===== config.mk =====
export PLATFORM = sky130hd
export DESIGN_NAME = seg_scan_ctrl
export DESIGN_NICKNAME = d
export VERILOG_FILES = /design/src/rtl/seg_scan_ctrl.sv
export SDC_FILE = /design/constraint.sdc
export NUM_CORES = 1
export LEC_CHECK = 0
export ABC_AREA = 1
export BUFFER_PORTS_ARGS = -buffer_cell sky130_fd_sc_hd__buf_4
export CAP_MARGIN = 20
export CORE_AREA = 2 2 86 88
export CTS_CLUSTER_DIAMETER = 200
export DETAILED_ROUTE_END_ITERATION = 8
export DIE_AREA = 0 0 88 90
export GPL_ROUTABILITY_DRIVEN = 0
export GPL_TIMING_DRIVEN = 0
export PLACE_DENSITY_LB_ADDON = 0.05
export SLEW_MARGIN = 40
export SYNTH_ARGS = -nofsm -noshare
export SYNTH_HDL_FRONTEND = slang
export SYNTH_SLANG_ARGS = --single-unit

===== constraint.sdc =====
create_clock -name clk -period 1.8 [get_ports clk]
set_input_delay 0.18 -clock clk [delete_from_list [all_inputs] [get_ports clk]]
set_output_delay 0.18 -clock clk [all_outputs]
set_load 0.005 [all_outputs]

===== src/rtl/seg_scan_ctrl.sv =====
// Eight-digit multiplexed 7-segment scan controller with per-digit blank guard time.
// Optional leading-zero suppression is enabled by defining SEG_SCAN_LZ_BLANK_EN.
module seg_scan_ctrl #(
  parameter int REFRESH_DIV = 16,
  parameter int GUARD_CYC   = 2
) (
  input  logic       clk,
  input  logic       rst,
  input  logic       enable,
  input  logic       wr_en,
  input  logic [2:0] wr_addr,
  input  logic [3:0] wr_data,
  output logic [3:0] num,
  output logic [2:0] sel,
  output logic       blank,
  output logic       frame_done
);

  localparam logic [1:0] IDLE  = 2'd0;
  localparam logic [1:0] SHOW  = 2'd1;
  localparam logic [1:0] GUARD = 2'd2;

  // One divider serves both SHOW and GUARD intervals.
  localparam int DW = ($clog2(REFRESH_DIV) > 8) ? $clog2(REFRESH_DIV) : 8;
  localparam logic [DW-1:0] SHOW_LAST  = DW'(REFRESH_DIV - 1);
  localparam logic [DW-1:0] GUARD_LAST = DW'(GUARD_CYC - 1);

  logic [1:0]      state, state_nxt;
  logic [DW-1:0]   div, div_nxt;
  logic [2:0]      sel_nxt;
  logic            blank_nxt, fd_nxt, lz_blank;
  logic [7:0][3:0] digit;

`ifdef SEG_SCAN_LZ_BLANK_EN
  logic [7:0] lz;

  // lz[i]: digits i..7 are all zero; digit 0 is never suppressed.
  always_comb begin
    lz    = '0;
    lz[7] = (digit[7] == 4'd0);
    for (int i = 6; i >= 1; i--)
      lz[i] = lz[i+1] && (digit[i] == 4'd0);
  end

  assign lz_blank = lz[sel_nxt];
`else
  assign lz_blank = 1'b0;
`endif

  always_comb begin
    state_nxt = state;
    div_nxt   = div;
    sel_nxt   = sel;
    fd_nxt    = 1'b0;
    if (!enable) begin
      state_nxt = IDLE;
      div_nxt   = '0;
      sel_nxt   = 3'd0;
    end else begin
      case (state)
        IDLE: begin
          state_nxt = SHOW;
          div_nxt   = '0;
          sel_nxt   = 3'd0;
        end
        SHOW: begin
          if (div == SHOW_LAST) begin
            state_nxt = GUARD;
            div_nxt   = '0;
          end else begin
            div_nxt = div + 1'b1;
          end
        end
        GUARD: begin
          if (div == GUARD_LAST) begin
            state_nxt = SHOW;
            div_nxt   = '0;
            sel_nxt   = sel + 3'd1;
            fd_nxt    = (sel == 3'd7);
          end else begin
            div_nxt = div + 1'b1;
          end
        end
        default: begin
          state_nxt = IDLE;
          div_nxt   = '0;
          sel_nxt   = 3'd0;
        end
      endcase
    end
    blank_nxt = (state_nxt != SHOW) || lz_blank;
  end

  always_ff @(posedge clk) begin
    if (rst) begin
      state      <= IDLE;
      div        <= '0;
      sel        <= 3'd0;
      num        <= 4'd0;
      blank      <= 1'b1;
      frame_done <= 1'b0;
      digit      <= '0;
    end else begin
      state      <= state_nxt;
      div        <= div_nxt;
      sel        <= sel_nxt;
      blank      <= blank_nxt;
      frame_done <= fd_nxt;
      // Pre-edge digit contents: a write shows up on num one cycle later.
      num        <= digit[sel_nxt];
      if (wr_en)
        digit[wr_addr] <= wr_data;
    end
  end

endmodule


=== Yosys cells after proc, flatten, opt, wreduce, memory -nomap -nowiden ===
Cells that the tools add are included.

* Register bits: 51
* Bits of input ports: 11
* Output and inout port bits: 9
* Word-level logic and storage cells: 47

* Add/sub/neg operators: 2
* Order comparisons: 3
* Equality and inequality tests: 6
* Muxes and demuxes: 15
* Bitwise gates (word level): 3
* Reductions and logical operators: 4

{| class="wikitable"
|+ Operator list
! kind !! count
|-
| bitwise mux 32 bit || 1
|-
| two-way mux 8 bit || 2
|-
| case mux 8 bit (2 select lines) || 1
|-
| binary-select mux 4 bit (select 3 bit) || 1
|-
| demux 4 bit (select 3 bit) || 1
|-
| adder 8 x 1 -> 8 bit (second input constant) || 1
|-
| == test 8 x 1 -> 1 bit (second input constant) || 1
|-
| == test 8 x 4 -> 1 bit (second input constant) || 1
|-
| < comparator 3 x 4 -> 1 bit (second input constant) || 2
|-
| two-way mux 4 bit || 2
|-
| two-way mux 2 bit || 3
|-
| two-way mux 3 bit || 2
|-
| case mux 2 bit (3 select lines) || 1
|-
| case mux 3 bit (2 select lines) || 1
|-
| OR reduction 4 bit || 1
|-
| adder 3 x 1 -> 3 bit (second input constant) || 1
|-
| == test 3 bit (second input constant) || 1
|-
| >= comparator 3 x 1 -> 1 bit (second input constant) || 1
|-
| inverter 1 bit || 3
|-
| == test 2 x 1 -> 1 bit (second input constant) || 1
|-
| == test 2 bit (second input constant) || 1
|-
| zero test 2 bit || 1
|-
| inequality test 2 x 1 -> 1 bit (second input constant) || 1
|-
| OR reduction 2 bit || 1
|-
| logical AND 1 bit || 1
|}

=== Longest topological paths before layout ===
Gate-level depths: netlist of the first run.

* Depth after elaboration: 6
* Mapped depth: 13
* Mapped depth without buffers: 13

=== Least setup slack after synthesis of the first run ===
Ideal clock, no wire load.

* Path type: register to register
* From: register state[0]
* To: register num[3]
* Setup time: 0.112 ns
* Arrival: 1.509 ns
* Data required time: 1.688 ns
* Path slack: 0.179 ns
* Stages on the path, launching flop included: 11
* Buffers on the path: 1
* Period minus slack after synthesis: 1.621 ns
* Cell sequence: dfxtp_1 > inv_1 > ha_1 > nand2_1 > a21oi_4 > buf_4 > nand3b_1 > nand3_1 > nand2_1 > nand2_1 > nand2_1

* Word-level cells in the longest chain between the ends: 5
* Elaborated cells between the ends (all ways): 6
* Classes of those cells: 2 x eq/ne; 4 x mux

{| class="wikitable"
|+ Ends and longest elaborated chain
! what !! RTL line !! RTL
|-
| start, declared || 28 || <nowiki>logic [1:0] state, state_nxt;</nowiki>
|-
| start signal, assigned || 104 || <nowiki>state <= state_nxt;</nowiki>
|-
| == test 2 bit / == test 2 x 1 -> 1 bit (equally long branches) || 60 || <nowiki>case (state)</nowiki>
|-
| case mux 3 bit (2 select lines) (*) || 60 ||
|-
| two-way mux 3 bit (*) || 55 || <nowiki>if (!enable) begin</nowiki>
|-
| binary-select mux 4 bit (select 3 bit) (*) || 110 || <nowiki>num <= digit[sel_nxt];</nowiki>
|-
| two-way mux 4 bit (implied by the code) (*) || 110 ||
|-
| end signal, assigned || 110 ||
|-
| end, declared || 13 || <nowiki>output logic [3:0] num,</nowiki>
|}

Every way passes the cells marked *; elsewhere a longest branch is shown, timed or not. The select of a mux whose other input is x is not followed.
A chain may end at the register's enable or synchronous reset.

=== Worst setup path after layout of the first run ===
* From: register div[0]
* To: register num[1]

* Word-level cells in the longest chain between the ends: 6

{| class="wikitable"
|+ Ends and longest elaborated chain
! what !! RTL line !! RTL
|-
| start, declared || 29 || <nowiki>logic [DW-1:0] div, div_nxt;</nowiki>
|-
| start signal, assigned || 105 || <nowiki>div <= div_nxt;</nowiki>
|-
| == test 8 x 1 -> 1 bit || 75 || <nowiki>if (div == GUARD_LAST) begin</nowiki>
|-
| two-way mux 3 bit || 75 ||
|-
| case mux 3 bit (2 select lines) || 60 ||
|-
| two-way mux 3 bit || 55 ||
|-
| binary-select mux 4 bit (select 3 bit) || 110 ||
|-
| two-way mux 4 bit (implied by the code) || 110 ||
|}

Every way passes these cells. The select of a mux whose other input is x is not followed.

==> impl_metrics.tcl, run 1 <==
set metrics [dict create \
    status "finished clean" \
    fin_crit_ps 1723 \
    worstSetupEndpointType "flop" \
    fp.coreArea_um2 7020 \
    dieWidth_um 88 \
    cts_hold_buf 0 \
    initial_core_util 0.3463 \
    whs_ps 88.09 \
    syn_area_um2 2431 \
    top_layer_used "met4" \
    synth_edf_count 0 \
    synth_cells 334 \
    ys.flop_type "dfxtp_1" \
    maxSlewHeadroom 0.6982 \
    htreeDepth 2 \
    syn_avg_cell_area_um2 7.279 \
    path_clk_slew_ps 90 \
    rsz0062_at_grt "true" \
    maxCapViolations 0 \
    yosys_warnings 0 \
    gr-total-overflow 0 \
    port_buffers 19 \
    cp_max_fo 5 \
    maxSlewViolCount 0 \
    design_area_um2 3097 \
    grt_max_degree 15 \
    cp.arrival_ps 1920 \
    num-nets-final 394 \
    cts.path.max_buffers 2 \
    wl_per_cell_um 12.26 \
    layout_common_cells "inv_1 (50), nand2_1 (44), dfxtp_1 (43), o21ai_0 (34), nor2_1 (33)" \
    drc 0 \
    grt_pass1_wl_um 10080 \
    postSynth.asyncResetShare 0 \
    clock-sinks 51 \
    worstMarginPinSlew_ps 452.8 \
    dieArea_um2 7920 \
    grt_usage 0.1636 \
    syn2layout_area_growth_pct 27.38 \
    cts_tree "built" \
    timing.fmax_mhz 580.5 \
    ys_seq_area_frac 0.4200 \
    dpl-instance-area_um2 2698 \
    min_path_type "in -> reg" \
    antennaDiodeCount 0 \
    design.portCount 20 \
    wl_met3_um 163 \
    antenna_found_initial 0 \
    ant_nets 0 \
    avgViaCountPerCell 4.480 \
    fin_skew_ps 7.655 \
    drtIter0Drc 86 \
    final_common_cell "inv_1" \
    synth_top_area_frac 0.4200 \
    path_class "reg -> reg" \
    firstDrtPassIters 4 \
    vias 2128 \
    rows 31 \
    synth.distinct_cells 28 \
    clk_root_buffer_cell "clkbuf_8" \
    drt-met1-wl_um 2702 \
    syn-num-nets 353 \
    p_leak_nw 1.333 \
    drt_wl_total_um 5825 \
    yosys-top-cells-area "dfxtp_1 (42%), inv_1 (8.5%), nand2_1 (7.7%), o21ai_0 (7.0%), a21oi_1 (6.6%)" \
    p_per_area_nw_per_um2 660.9 \
    finalCritPeriodShare 0.9570 \
    drive_above_1_share 0.2394 \
    cts_buffers 5 \
    max-vdd-ir-drop_v 0.0002663 \
    hold_viol_final 0 \
    grt_pass1_vias 2090 \
    clkLatencyLatePin_ps 300 \
    setup_violations 0 \
    die_h_um 90 \
    required_ps 2000 \
    ys_ff_latch 51 \
    met2WireLength_um 2849 \
    critPathLaunchType "flop" \
    place.detailed.hpwl_um 4113 \
    synth_top_cell_by_area "dfxtp_1" \
]
-- flip-flops by register name (all words and copies together), names as in the netlist --
register	flops
blank	1
sel	3
frame_done	1
div	8
num	4
digit	32
state	2
-- cell families after synthesis --
| group | Yosys count | synth area share |
|---|---|---|
| simple gates | 138 | 0.2661 |
| xor+xnor | 4 | 0.01441 |
| compound gates | 70 | 0.1559 |
| buf+inv | 63 | 0.1024 |
| fa+ha+maj | 8 | 0.04118 |
| flops | 51 | 0.4200 |
-- layout make-up --
class	instances	area, um2
fill	731	3924
clock buffer	8	100.1
tap	99	123.9
buffer	6	46.29
inverter	57	214.0
timing repair buffer	34	320.3
sequential	51	1033
multi-input combinational	220	1259
-- worst paths after layout --
kind / startpoint / end / slack (ps) / cells after the start
hold reg to reg: digit[1]$_SDFFE_PP0P_ / digit[1]$_SDFFE_PP0P_ / 460 / 2
setup / recovery: div[0]$_SDFF_PP0_ / num[1]$_SDFF_PP0_ / 80 / 12
setup reg to reg: div[0]$_SDFF_PP0_ / num[1]$_SDFF_PP0_ / 80 / 12
hold / removal: rst / state[1]$_SDFF_PP0_ / 90 / 2
-- worst max-delay path, stage by stage (launching register included) --
cell	delay [ps]
dfxtp_4	380
ha_4	150
inv_2	40
nor2_4	110
nand3_4	100
a21oi_4	210
buf_6	170
buf_8	110
nand3_1	80
nand3_2	90
nand2_1	80
nand2_1	60
nand2_1	50
-- per-layer routing --
metal  global-route usage  vias up
met5                    0        -
met4              0.05513        0
met3              0.03122        8
met2               0.2816       24
met1               0.2009      954
li1                     -     1142
-- stage by stage --
step,setup WS (ps),util,power [mW],std cells,setup TNS (ps)
2_1_floorplan,178.5,-,1.280,334,0
6_report,77.41,0.4411,2.047,475,0
3_5_place_dp,-159.8,0.3842,1.345,452,-576.6
3_3_place_gp,-155.1,0.3842,1.344,452,-581.5
5_1_grt,-37.63,0.4411,2.148,475,-96.65
4_1_cts,55.16,0.4259,2.083,470,0
-- timing repair --
action                                  in CTS  in global routing
endpoints found under the setup margin       4                  4
cloned                                       2                  0
setup buffers                                8                  5
pin swaps                                   10                 20
endpoints found under the hold margin        0                  0
resized for setup                           20                 20
-- power breakdown --
| group | switching [mW] | total [mW] | leakage [nW] | internal, mW |
|---|---|---|---|---|
| sequential | 0.00806 | 1.16 | 0.418 | 1.16 |
| clock | 0.369 | 0.720 | 0.0515 | 0.352 |
| combinational | 0.103 | 0.162 | 0.864 | 0.0597 |
| total | 0.480 | 2.05 | 1.33 | 1.57 |
-- cells in the mapped netlist, types with 3 or more instances --
cell	number
nand3b_1	3
o21ai_0	34
a21oi_1	32
dfxtp_1	51
nor2_1	35
nand3_1	32
nand2_2	7
nor3b_1	3
xor2_1	3
ha_1	8
nand2_1	50
inv_1	55
clkbuf_1	3
No activity file was read; power rests on OpenSTA's default activity.
==> run 2, diff against run 1 <==
PLACE_DENSITY = 0.48   (was unset)
PLACE_DENSITY_LB_ADDON = unset   (was 0.05)
==> run 2 against run 1 <==
Largest power group unchanged; clock-buffer cell count shrank 2; final area decreased by 0.40%; critical endpoint is now num[3]$_SDFF_PP0_; non-clock buffer count fell by 1.
==> impl_metrics.tcl, run 2 (synthesized netlist as in run 1, its figures left out) <==
set metrics [dict create \
    ant_nets 0 \
    antennaDiodeCount 0 \
    dpl-instance-area_um2 2698 \
    cts.path.max_buffers 2 \
    finalCritPeriodShare 0.9870 \
    p_sw_frac 0.2425 \
    internal_power_mw 1.477 \
    hold_end "state[1]$_SDFF_PP0_" \
    cpMostUsedCell "nand2_1" \
    path_clk_slew_ps 90 \
    required_ps 2050 \
    p_comb_frac 0.084 \
    hold_viol_final 0 \
    min_path_type "in -> reg" \
    setup_violations 0 \
    drt_wl_total_um 5911 \
    dp_worst_setup_slack_ps -149.5 \
    max-vdd-ir-drop_v 0.0004175 \
    rrSetupSlack_ps 20 \
    wl_per_cell_um 12.50 \
    worstReg2RegStart "state[0]$_SDFF_PP0_" \
    rows 31 \
    syn2layout_area_growth_pct 26.87 \
    cts_buffers 5 \
    dieArea_um2 7920 \
    cts_tree "built" \
    seqPwrFrac 0.597 \
    switchingPower_mw 0.4727 \
    maxSlewViolCount 0 \
    place.detailed.hpwl_um 4116 \
    p_per_area_nw_per_um2 632.0 \
    fp.coreArea_um2 7020 \
    clk_root_buffer_cell "clkbuf_8" \
    holdPathStages 2 \
    maxSlewHeadroom 0.7408 \
    critPathLaunchType "flop" \
    grt_usage 0.1499 \
    num-nets-final 394 \
    p_leak_nw 1.305 \
    p_clk_frac 0.318 \
    port_buffers 19 \
    path_cells "inv_2 -> ha_4 -> nand2_4 -> a21oi_4 -> nand2_4 -> buf_4 -> nand2_1 -> nand3_1 -> nand2_2 -> nand2_1 -> nand2_1" \
    min_from "rst" \
    initial_core_util 0.3463 \
    fin_crit_ps 1777 \
    clkLatencyLatePin_ps 300 \
    cp_max_fo 6 \
    regMostFlops "digit" \
    clock-sinks 51 \
    power.total_mw 1.949 \
    critPathMaxStageDelay_ps 370 \
    grt_pass1_wl_um 9384 \
    layout_common_cells "inv_1 (49), dfxtp_1 (43), nand2_1 (41), nor2_1 (34), o21ai_0 (34)" \
    top_regs "digit (32), div (8), num (4)" \
    dieWidth_um 88 \
    fin_skew_ps 5.557 \
    reg2regPathDepth 11 \
    design.portCount 20 \
    worstMarginPinSlew_ps 388.8 \
    fin_setup_tns_ps 0 \
    rsz0062_at_grt "true" \
    regToRegEndpoint "num[3]$_SDFF_PP0_" \
    die_h_um 90 \
    htreeDepth 2 \
    avgViaCountPerCell 4.567 \
    antenna_found_initial 0 \
    maxCapViolations 0 \
    status "finished clean" \
    drive_above_1_share 0.2567 \
    path_class "reg -> reg" \
    drtIter0Drc 98 \
    critPathSlowestCell "dfxtp_2" \
    vias 2160 \
    gr-total-overflow 0 \
    final_common_cell "inv_1" \
    firstDrtPassIters 4 \
    cp.arrival_ps 2030 \
    timing.fmax_mhz 562.9 \
    worstSetupEndpointType "flop" \
    design_area_um2 3084 \
    grt_pass1_vias 1940 \
    largest_register_ffs 32 \
    setup_slack_ps 23.48 \
    drc 0 \
    grt_max_degree 14 \
]
==> run 2: changes by cell type in the layout (fill, tap and decap cells not counted), sizes merged <==
cell / previous run / this run
buf: 36 / 34
nand2: 59 / 60
bufbuf: 1 / 0
==> run 2: worst max path at each step <==
stage / endpoint / startpoint
5_1_grt: num[3]$_SDFF_PP0_ / div[1]$_SDFF_PP0_
6_report: num[3]$_SDFF_PP0_ / state[0]$_SDFF_PP0_
2_1_floorplan: num[3]$_SDFF_PP0_ / state[0]$_SDFF_PP0_
3_5_place_dp: num[2]$_SDFF_PP0_ / state[0]$_SDFF_PP0_
3_3_place_gp: num[2]$_SDFF_PP0_ / state[0]$_SDFF_PP0_
4_1_cts: num[1]$_SDFF_PP0_ / state[0]$_SDFF_PP0_
==> run 2: worst max-delay path: cells and delay by family, from the launching register on <==
| kind | cells | cell delay, ps |
|---|---|---|
| and+or+nand+nor | 7 | 580 |
| DFF | 1 | 370 |
| AOI/OAI and AO/OA | 1 | 290 |
| adders and majority gates | 1 | 270 |
| buffers and inverters | 2 | 220 |
==> run 2: power by group through the flow <==
stage          combinational, mW  clock, mW  sequential, mW
3_5_place_dp               0.151          0            1.19
3_3_place_gp               0.151          0            1.19
2_1_floorplan             0.0889          0            1.19
4_1_cts                    0.153      0.650            1.17
5_1_grt                    0.188      0.686            1.17
6_report                   0.164      0.621            1.16
==> run 2: routing by layer <==
| layer | GRT usage | vias to the layer above | part of all wire | wire length (um) |
|---|---|---|---|---|
| met5 | 0 | - | 0 | 0 |
| met4 | 0.03462 | 0 | 0.011 | 65 |
| met3 | 0.02847 | 5 | 0.031 | 183 |
| met2 | 0.2412 | 32 | 0.48 | 2843 |
| met1 | 0.2060 | 982 | 0.48 | 2818 |
| li1 | - | 1141 | - | - |
==> run 2: cell type report <==
| class | count | area [um2] |
|---|---|---|
| Buffer | 6 | 50.05 |
| Multi-Input combinational cell | 221 | 1320 |
| Sequential cell | 51 | 1033 |
| Fill cell | 739 | 3936 |
| Clock buffer | 6 | 72.57 |
| Inverter | 57 | 214.0 |
| Tap cell | 99 | 123.9 |
| Timing Repair Buffer | 33 | 270.3 |
==> run 2: through the flow <==
| stage | cells | hold slack (ps) | util |
|---|---|---|---|
| after floorplan | 334 | 252.4 | - |
| after global placement | 452 | 419.9 | 0.3842 |
| after detailed placement | 452 | 417.0 | 0.3842 |
| after CTS | 460 | 91.96 | 0.3987 |
| after global routing | 473 | 103.6 | 0.4393 |
| final | 473 | 91.53 | 0.4393 |
==> run 2: timing repair <==
action | in CTS | in global routing
hold buffers | 0 | 0
resized for setup | 3 | 50
pin swaps | 0 | 21
cloned | 0 | 3
buffers inserted | 2 | 10
setup endpoints to repair | 4 | 4
